==> src/rtl/program_seq_pkg.sv <==
// Shared definitions for the program sequencer: op and state encodings,
// default widths and the field layout of an instruction word.
// Instruction word layout, MSB to LSB: op (2 bits), target (ADDR_W), ctrl (CTRL_W).
package program_seq_pkg;

    localparam int DEF_ADDR_W = 3;
    localparam int DEF_CTRL_W = 4;
    localparam int OP_W       = 2;

    typedef enum logic [1:0] {
        OP_EXEC = 2'b00,
        OP_JC   = 2'b01,
        OP_JMP  = 2'b10,
        OP_HALT = 2'b11
    } op_e;

    typedef enum logic [1:0] {
        ST_IDLE = 2'b00,
        ST_RUN  = 2'b01,
        ST_HALT = 2'b10
    } state_e;

    // Total instruction width for a given address/control width.
    function automatic int instrWidth(input int addrW, input int ctrlW);
        return OP_W + addrW + ctrlW;
    endfunction

    // Lowest bit of the ctrl field.
    function automatic int ctrlLsb();
        return 0;
    endfunction

    // Lowest bit of the jump-target field.
    function automatic int targetLsb(input int ctrlW);
        return ctrlW;
    endfunction

    // Lowest bit of the op field.
    function automatic int opLsb(input int addrW, input int ctrlW);
        return addrW + ctrlW;
    endfunction

endpackage

==> src/rtl/program_sequencer_instr_store.sv <==
// Writable instruction store: 2**ADDR_W words, one synchronous write port
// and one combinational read port. Deliberately has no reset so a loaded
// program survives a sequencer reset.
module instr_store #(
    parameter int ADDR_W = 3,
    parameter int DATA_W = 9
) (
    input  logic              clk,
    input  logic              wr_en_i,
    input  logic [ADDR_W-1:0] wr_addr_i,
    input  logic [DATA_W-1:0] wr_data_i,
    input  logic [ADDR_W-1:0] rd_addr_i,
    output logic [DATA_W-1:0] rd_data_o
);

    localparam int DEPTH = 2 ** ADDR_W;

    logic [DATA_W-1:0] mem_q [DEPTH];

    // Store the incoming word on an accepted write.
    always_ff @(posedge clk) begin
        if (wr_en_i) begin
            mem_q[wr_addr_i] <= wr_data_i;
        end
    end

    assign rd_data_o = mem_q[rd_addr_i];

endmodule

==> src/rtl/program_sequencer.sv <==
// Instruction-fetch and sequencing stage feeding the datapath control word.
// Runs one instruction per cycle from a writable store, with EXEC, JC, JMP
// and HALT ops. Optional build macro SINGLE_STEP_EN adds a 'step' input that
// gates advancement (and ctrl_out) while running.
module program_sequencer
    import program_seq_pkg::*;
#(
    parameter int ADDR_W = DEF_ADDR_W,
    parameter int CTRL_W = DEF_CTRL_W
) (
    input  logic                       clk,
    input  logic                       rst,
    input  logic                       start,
    input  logic                       stop,
`ifdef SINGLE_STEP_EN
    input  logic                       step,
`endif
    input  logic                       prog_valid,
    output logic                       prog_ready,
    input  logic [ADDR_W-1:0]          prog_addr,
    input  logic [2+ADDR_W+CTRL_W-1:0] prog_data,
    input  logic                       carry_in,
    output logic [CTRL_W-1:0]          ctrl_out,
    output logic [ADDR_W-1:0]          pc_out,
    output logic                       running,
    output logic                       halted
);

    localparam int IW       = instrWidth(ADDR_W, CTRL_W);
    localparam int OP_LSB   = opLsb(ADDR_W, CTRL_W);
    localparam int TGT_LSB  = targetLsb(CTRL_W);
    localparam int CTRL_LSB = ctrlLsb();

    state_e            state_q, state_d;
    logic [ADDR_W-1:0] pc_q, pc_d;
    logic [IW-1:0]     instr;
    op_e               op;
    logic [ADDR_W-1:0] target;
    logic [CTRL_W-1:0] ctrl;
    logic [ADDR_W-1:0] pcNext;
    logic              advance;
    logic              wrEn;

    // Writes are only accepted while not running; nothing is queued.
    assign prog_ready = (state_q != ST_RUN);
    assign wrEn       = prog_valid && prog_ready;

    instr_store #(
        .ADDR_W (ADDR_W),
        .DATA_W (IW)
    ) u_store (
        .clk       (clk),
        .wr_en_i   (wrEn),
        .wr_addr_i (prog_addr),
        .wr_data_i (prog_data),
        .rd_addr_i (pc_q),
        .rd_data_o (instr)
    );

    assign op     = op_e'(instr[OP_LSB +: OP_W]);
    assign target = instr[TGT_LSB +: ADDR_W];
    assign ctrl   = instr[CTRL_LSB +: CTRL_W];
    assign pcNext = pc_q + ADDR_W'(1);

`ifdef SINGLE_STEP_EN
    assign advance = step;
`else
    assign advance = 1'b1;
`endif

    // Next state, next pc and the datapath control word; stop beats start beats op.
    always_comb begin
        state_d  = state_q;
        pc_d     = pc_q;
        ctrl_out = '0;
        unique case (state_q)
            ST_IDLE, ST_HALT: begin
                if (start) begin
                    state_d = ST_RUN;
                    pc_d    = '0;
                end
            end
            ST_RUN: begin
                if (op == OP_EXEC && advance) begin
                    ctrl_out = ctrl;
                end
                if (stop) begin
                    state_d = ST_IDLE;
                    pc_d    = '0;
                end else if (advance) begin
                    unique case (op)
                        OP_EXEC: pc_d = pcNext;
                        OP_JC:   pc_d = carry_in ? target : pcNext;
                        OP_JMP:  pc_d = target;
                        OP_HALT: state_d = ST_HALT;
                        default: pc_d = pc_q;
                    endcase
                end
            end
            default: begin
                state_d = ST_IDLE;
                pc_d    = '0;
            end
        endcase
    end

    // State and program counter registers with synchronous reset.
    always_ff @(posedge clk) begin
        if (rst) begin
            state_q <= ST_IDLE;
            pc_q    <= '0;
        end else begin
            state_q <= state_d;
            pc_q    <= pc_d;
        end
    end

    assign pc_out  = pc_q;
    assign running = (state_q == ST_RUN);
    assign halted  = (state_q == ST_HALT);

endmodule
==> config.mk <==
export PLATFORM = sky130hd
export DESIGN_NAME = program_sequencer
export DESIGN_NICKNAME = d
export VERILOG_FILES = /design/src/rtl/program_seq_pkg.sv /design/src/rtl/program_sequencer_instr_store.sv /design/src/rtl/program_sequencer.sv
export SDC_FILE = /design/constraint.sdc
export NUM_CORES = 1
export LEC_CHECK = 0
export ABC_CLOCK_PERIOD_IN_PS = 2800
export CORE_ASPECT_RATIO = 1.2
export CORE_MARGIN = 1
export CORE_UTILIZATION = 30
export CTS_CLUSTER_DIAMETER = 50
export CTS_CLUSTER_SIZE = 30
export DETAILED_ROUTE_END_ITERATION = 6
export PLACE_DENSITY_LB_ADDON = 0.12
export SETUP_SLACK_MARGIN = 0.1
export SLEW_MARGIN = 10
export SYNTH_ARGS = -nofsm -noshare
export SYNTH_HDL_FRONTEND = slang
export SYNTH_HIERARCHICAL = 1
export SYNTH_SLANG_ARGS = --single-unit
==> constraint.sdc <==
create_clock -name clk -period 2.8 [get_ports clk]
set_input_delay 0.42 -clock clk [delete_from_list [all_inputs] [get_ports clk]]
set_output_delay 0.42 -clock clk [all_outputs]
set_load 0.05 [all_outputs]
==> results.md, run 1 <==
* Required @ worst endpoint at 2.38 ns
* Run status: finished clean
* Via density at 4.92
* Fin. Hold Viols at 0
* Antenna fix cells at 0
* DR WL/cell at 20.2 um
* WS Path Type: flop to output port
* # IOs at 28
* Worst-case clock buffer depth at 2
* Worst skew pair latency at 0.34 ns
* P&R area growth vs syn at 27.7%
* Die height at 116 um
* Row Count at 41
* Worst Hold Path EP: state_q[0]
* GRT Util Overall at 0.137
* Hold Path Origin: state_q[0]
* Sequential share of the synthesized area at 0.702
* Die ar. at 11200 um^2
* Post-DRT Antenna Nets at 0
* Root Driver: clkbuf_16
* Synth unique cells at 30
* Hold path cells at 2
* Reg-to-reg slack, setup at 0.44 ns
* HPWL Detailed at 4.75 mm
* Total number of vias at 1732
* First-pass GRT wire length at 10.7 mm
* Overflow left after global routing at 0
* Placed Instance Area at 3800 um^2
* DRT Wirelength at 7.11 mm
* CTS tree: yes
* CTS H-tree lvls at 3
* Largest net degree at the start of global routing at 13
* Worst-path fanout max at 7
* Setup TNS at 0 ns
* Yosys warns at 6
* Proportion of layout cells with a drive suffix above 1 at 0.269
* Worst-path clk slew at 0.06 ns
* RR Startpoint: pc_out[0]
* FF+latch count, synth at 77
* Post-Syn Area at 3220 um^2
* Worst Max-Slew Pin Slew at 0.490 ns
* Initial antenna violation count at 0
* Hold-fix buffers, CTS at 0
* Commonest non-fill, non-tap cell in the layout: edfxtp_1
* Final Setup Violations at 0
* Critical Path Start Type: flop
* PortBufs at 27
* Max-cap violations at 0
* Worst reg2reg path depth at 7
* RD Place Congestion at 0.713
* VDD IR max at 0.000338 V
* 1st-pass router iterations at 4
* Drt drc at 0
* Worst Hold Class: flop to flop
* Clock buffer count from CTS at 9
* Final instance area at 4120 um^2
* Initial Util at 0.308
* Layout Nets at 241
* Synth Area per Inst at 19.7 um^2
* Fin crit share at 0.936
* Clock Skew at 0.00499 ns
* Chip Width at 96.6 um
* Leading cell types in the layout, fill and taps excluded: edfxtp_1 (72), clkdlybuf4s50_1 (23), buf_4 (21), mux4_1 (17), nor2_1 (12)
* Syn Nets at 187
* Cells after Synth at 164
* Arrival @ worst endpoint at 2.20 ns
* Final Max Slew Viols at 0
* CTS sink cnt at 77
* Initial DRC count at 99
* Vias in the first global route at 1812
* RSZ-0062 raised after global routing: no
* Final min period at 2.62 ns
* Core area at 10500 um^2
* Critical path endpoint category: output port
* Fmax at 382 MHz
* R2R Path End: pc_out[0]
* Headroom to the max-slew limit at 0.672
* Leakage Power at 1.41 nW
* Power density over the cells at 615 nW/um^2
report_power, final:
group          switching, mW  internal [mW]  total, mW
logic                 0.0736         0.0624      0.136
registers            0.00641           1.28       1.29
clock network          0.427          0.684       1.11
total                  0.507           2.03       2.53
flip-flops by register name, summed over array words and instances, names as in the netlist:
name and flops:
pc_out 3, state_q 2, u_store/mem_q 72
routing by layer:
metal,wire length [um],vias to the layer above,global-route usage,part of all wire
met5,0,-,0,0
met4,246,0,0.0826,0.035
met3,221,13,0.0332,0.031
met2,3540,46,0.228,0.50
met1,3100,880,0.162,0.44
li1,-,793,-,-
worst max-delay path by stage:
stage	from	slack, ns	to	depth (start not counted)
2_1_floorplan	pc_out[0]	0.13	ctrl_out[0]	7
3_3_place_gp	pc_out[0]	0.33	ctrl_out[3]	6
3_5_place_dp	pc_out[0]	0.28	ctrl_out[2]	6
4_1_cts	pc_out[0]	0.11	ctrl_out[3]	6
5_1_grt	pc_out[0]	0.11	ctrl_out[3]	6
6_report	pc_out[0]	0.18	ctrl_out[3]	6
timing repair:
| item | 4_1_cts | 5_1_grt |
|---|---|---|
| hold endpoints to repair | 0 | 0 |
| endpoints found under the setup margin | 4 | 4 |
| gates resized for setup | 3 | 4 |
| setup buffers | 2 | 0 |
cell usage after synthesis, drive strengths merged:
library cell	number	area [um^2]
and3	4	25.0
nand2	4	15.0
nor2b	1	6.26
ha	5	62.6
nand3	1	5.00
nand4	1	6.26
a32oi	2	17.5
and2	1	6.26
dfxtp	5	100
edfxtp	72	2160
nor2	12	45.0
buf	4	40.0
or4	1	11.3
mux4	18	473
mux2i	1	10.0
clkbuf	1	3.75
a31oi	2	12.5
nor3	4	20.0
nand2b	4	25.0
inv	4	15.0
and2b	1	8.76
o2bb2ai	3	26.3
a21o	1	7.51
xnor2	1	8.76
a21oi	2	10.0
mux2	9	101
layout make-up:
cell class / count / area [um^2]
fillers: 956 / 6350
flip-flops and latches: 77 / 2270
multi-input cells: 78 / 921
repair buffers: 48 / 468
clock buffers: 11 / 233
well taps: 129 / 161
clock inverters: 5 / 51.3
inverters: 4 / 15.0
metrics by stage:
stage / setup slack, ns / power, mW / hold slack (ns) / util / cells
after CTS: 0.113 / 2.56 / 0.617 / 0.393 / 352
after floorplan: 0.126 / 1.37 / 0.492 / - / 164
after global routing: 0.114 / 2.61 / 0.664 / 0.393 / 352
after detailed placement: 0.279 / 1.44 / 0.604 / 0.363 / 334
final: 0.180 / 2.53 / 0.620 / 0.393 / 352
after global placement: 0.326 / 1.44 / 0.576 / 0.363 / 334
logic make-up (layout without fill, tap and decap cells):
| kind of cell | after synthesis | count (layout) | share of synthesized area |
|---|---|---|---|
| muxes | 28 | 28 | 0.181 |
| AOI/OAI and AO/OA | 10 | 10 | 0.0229 |
| buffers and inverters | 9 | 68 | 0.0182 |
| adders and majority gates | 5 | 5 | 0.0194 |
| and+or+nand+nor | 34 | 34 | 0.0539 |
| DFF | 77 | 77 | 0.702 |
| xor gates and xnor gates | 1 | 1 | 0.00272 |
worst max-delay path, cell delays in order, from the launching register on:
cell and delay, ns:
dfxtp_4 0.39, mux4_1 0.54, mux2_2 0.31, inv_2 0.09, ha_4 0.17, and3_2 0.21, buf_12 0.14
No activity file was read; power rests on OpenSTA's default activity.
==> run 2: changes to the inputs <==
Settings changed: TNS_END_PERCENT set to 5.
==> run 2 against run 1 <==
  * Sequential power is essentially flat
  * Setup slack lost 0.0080 ns
  * Clock power shrank 11%
  * Critical path depth is the same
  * Wire length shrank 1.1%
  * Critical path type unchanged
  * Register-to-register slack gained 0.03 ns
  * Power shrank 5.0%
  * Global-route usage shrank 0.11 points
  * Final cell count shrank 2.0%
  * Largest power group unchanged
  * Die area is the same
==> results.md, run 2 (synthesis gave the netlist of run 1 again) <==
* CTS sink cnt at 77 (unchanged)
* Commonest non-fill, non-tap cell in the layout: edfxtp_1
* Met3 Track Usage GR at 0.0277 (-0.00543)
* Critical Path Start Type: flop
* Fmax at 381 MHz (-0.30%)
* 1st-pass router iterations at 4 (unchanged)
* Worst Hold Slack at 0.605 ns (-0.0144 ns)
* Worst-path clk slew at 0.06 ns (about the same)
* Worst Hold Class: flop to flop
* Root Driver: clkbuf_16
* HPWL Detailed at 4.69 mm (-1.1%)
* Largest register FFs at 72 (unchanged)
* First-pass GRT wire length at 10.7 mm (+0.19%)
* WS Path Type: flop to output port
* Final Max Slew Viols at 0 (unchanged)
* Max-cap violations at 0 (unchanged)
* Required @ worst endpoint at 2.38 ns (about the same)
* Run status: finished clean
* Proportion of layout cells with a drive suffix above 1 at 0.231 (-0.0376)
* Setup TNS at 0 ns (unchanged)
* RD Place Congestion at 0.775 (+8.8%)
* # IOs at 28 (unchanged)
* Antenna fix cells at 0 (unchanged)
* Worst-path fanout max at 7 (unchanged)
* Overflow left after global routing at 0 (unchanged)
* Power density over the cells at 593 nW/um^2 (-3.6%)
* Worst Max-Slew Pin Slew at 0.504 ns (+0.0137 ns)
* CTS H-tree lvls at 3 (unchanged)
* Worst skew pair latency at 0.33 ns (about the same)
* CTS tree: yes
* Final min period at 2.63 ns (+0.00800 ns)
* Via density at 4.97 (+0.97%)
* RSZ-0062 raised after global routing: no
* Critical path endpoint category: output port
* Fin. Hold Viols at 0 (unchanged)
* Met2 Use GR at 0.230 (+0.00188)
* Die ar. at 11200 um^2 (unchanged)
* Layout Nets at 235 (-2.5%)
* Total number of vias at 1714 (-1.0%)
* GR peak layer: met2
* Fillers at 976 (+2.1%)
* Leakage Power at 1.36 nW (-3.2%)
* Chip Width at 96.6 um (unchanged)
* Drt drc at 0 (unchanged)
* Post-DRT Antenna Nets at 0 (unchanged)
* Die height at 116 um (unchanged)
* Leading cell types in the layout, fill and taps excluded: edfxtp_1 (72), clkdlybuf4s50_1 (23), mux4_1 (18), buf_4 (15), nor2_1 (12)
* Fin crit share at 0.939 (+0.00286)
* GRT Util Overall at 0.136 (-0.00108)
* Final core utilization at 0.387 (-0.00586)
* DR WL/cell at 20.4 um (+0.89%)
* Initial antenna violation count at 0 (unchanged)
* Clock Skew at 0.00770 ns (+0.00270 ns)
* Largest net degree at the start of global routing at 14 (+1)
* Vias in the first global route at 1830 (+0.99%)
* P&R area growth vs syn at 25.8%
* DRT Wirelength at 7.03 mm (-1.1%)
* Arrival @ worst endpoint at 2.21 ns (about the same)
* VDD IR max at 0.000219 V (-35%)
* Worst-case clock buffer depth at 2 (unchanged)
* Area of the multi-input gates at 940 um^2 (+2.0%)
* PortBufs at 27 (unchanged)
* Final Setup Violations at 0 (unchanged)
* Register area at 2270 um^2 (unchanged)
* Headroom to the max-slew limit at 0.663 (-0.00915)
* Clock buffer count from CTS at 9 (unchanged)
* Initial DRC count at 101 (+2.0%)
* Top reg by flops: u_store/mem_q
* Initial Util at 0.308 (unchanged)
* Row Count at 41 (unchanged)
* Core area at 10500 um^2 (unchanged)
* Met1 usage at 0.151 (-0.0105)
-- run 2: layout make-up --
class | instances | share of cell area
Timing Repair Buffer | 42 | 0.104
Clock inverter | 4 | 0.00401
Inverter | 4 | 0.00370
Sequential cell | 77 | 0.559
Multi-Input combinational cell | 78 | 0.232
Tap cell | 129 | 0.0398
Clock buffer | 11 | 0.0574
-- run 2: per-stage QoR --
step	std cells	instance area [um^2]	power [mW]	setup WS (ns)
global route	345	4060	2.48	0.100
CTS	345	4040	2.43	0.105
detailed placement	329	3760	1.44	0.209
global placement	329	3760	1.44	0.299
finish	345	4060	2.41	0.172
floorplan	164	3230	1.37	0.00438
-- run 2: power by group --
group / switching (mW) / internal (mW)
logic: 0.0722 / 0.0605
clock network: 0.402 / 0.584
registers: 0.00632 / 1.28
-- run 2: final timing paths --
| path | from | to | slack (ns) | depth (start not counted) |
|---|---|---|---|---|
| worst max register to register | pc_out[0] | pc_out[0] | 0.47 | 7 |
| worst min register to register | state_q[0] | state_q[0] | 0.61 | 2 |
| worst max-delay path | pc_out[0] | ctrl_out[0] | 0.17 | 6 |
| worst min-delay path | state_q[0] | state_q[0] | 0.61 | 2 |
-- run 2: worst max-delay path, stage by stage, from the launching register on --
cell	delay [ns]
dfxtp_4	0.40
buf_4	0.15
buf_4	0.14
mux4_1	0.54
mux2_2	0.29
and3_2	0.22
buf_12	0.15
-- run 2: per-layer routing --
layer / part of all wire / vias to the layer above
met1: 0.41 / 856
met4: 0.058 / 0
li1: - / 777
met3: 0.043 / 24
met5: 0 / -
met2: 0.49 / 57
-- run 2: timing repair --
| action | in CTS | in global routing |
|---|---|---|
| hold endpoints to repair | 0 | 0 |
| resized for setup | 5 | 5 |
| setup endpoints to repair | 4 | 4 |
| hold buffers | 0 | 0 |
| buffers inserted | 1 | 0 |
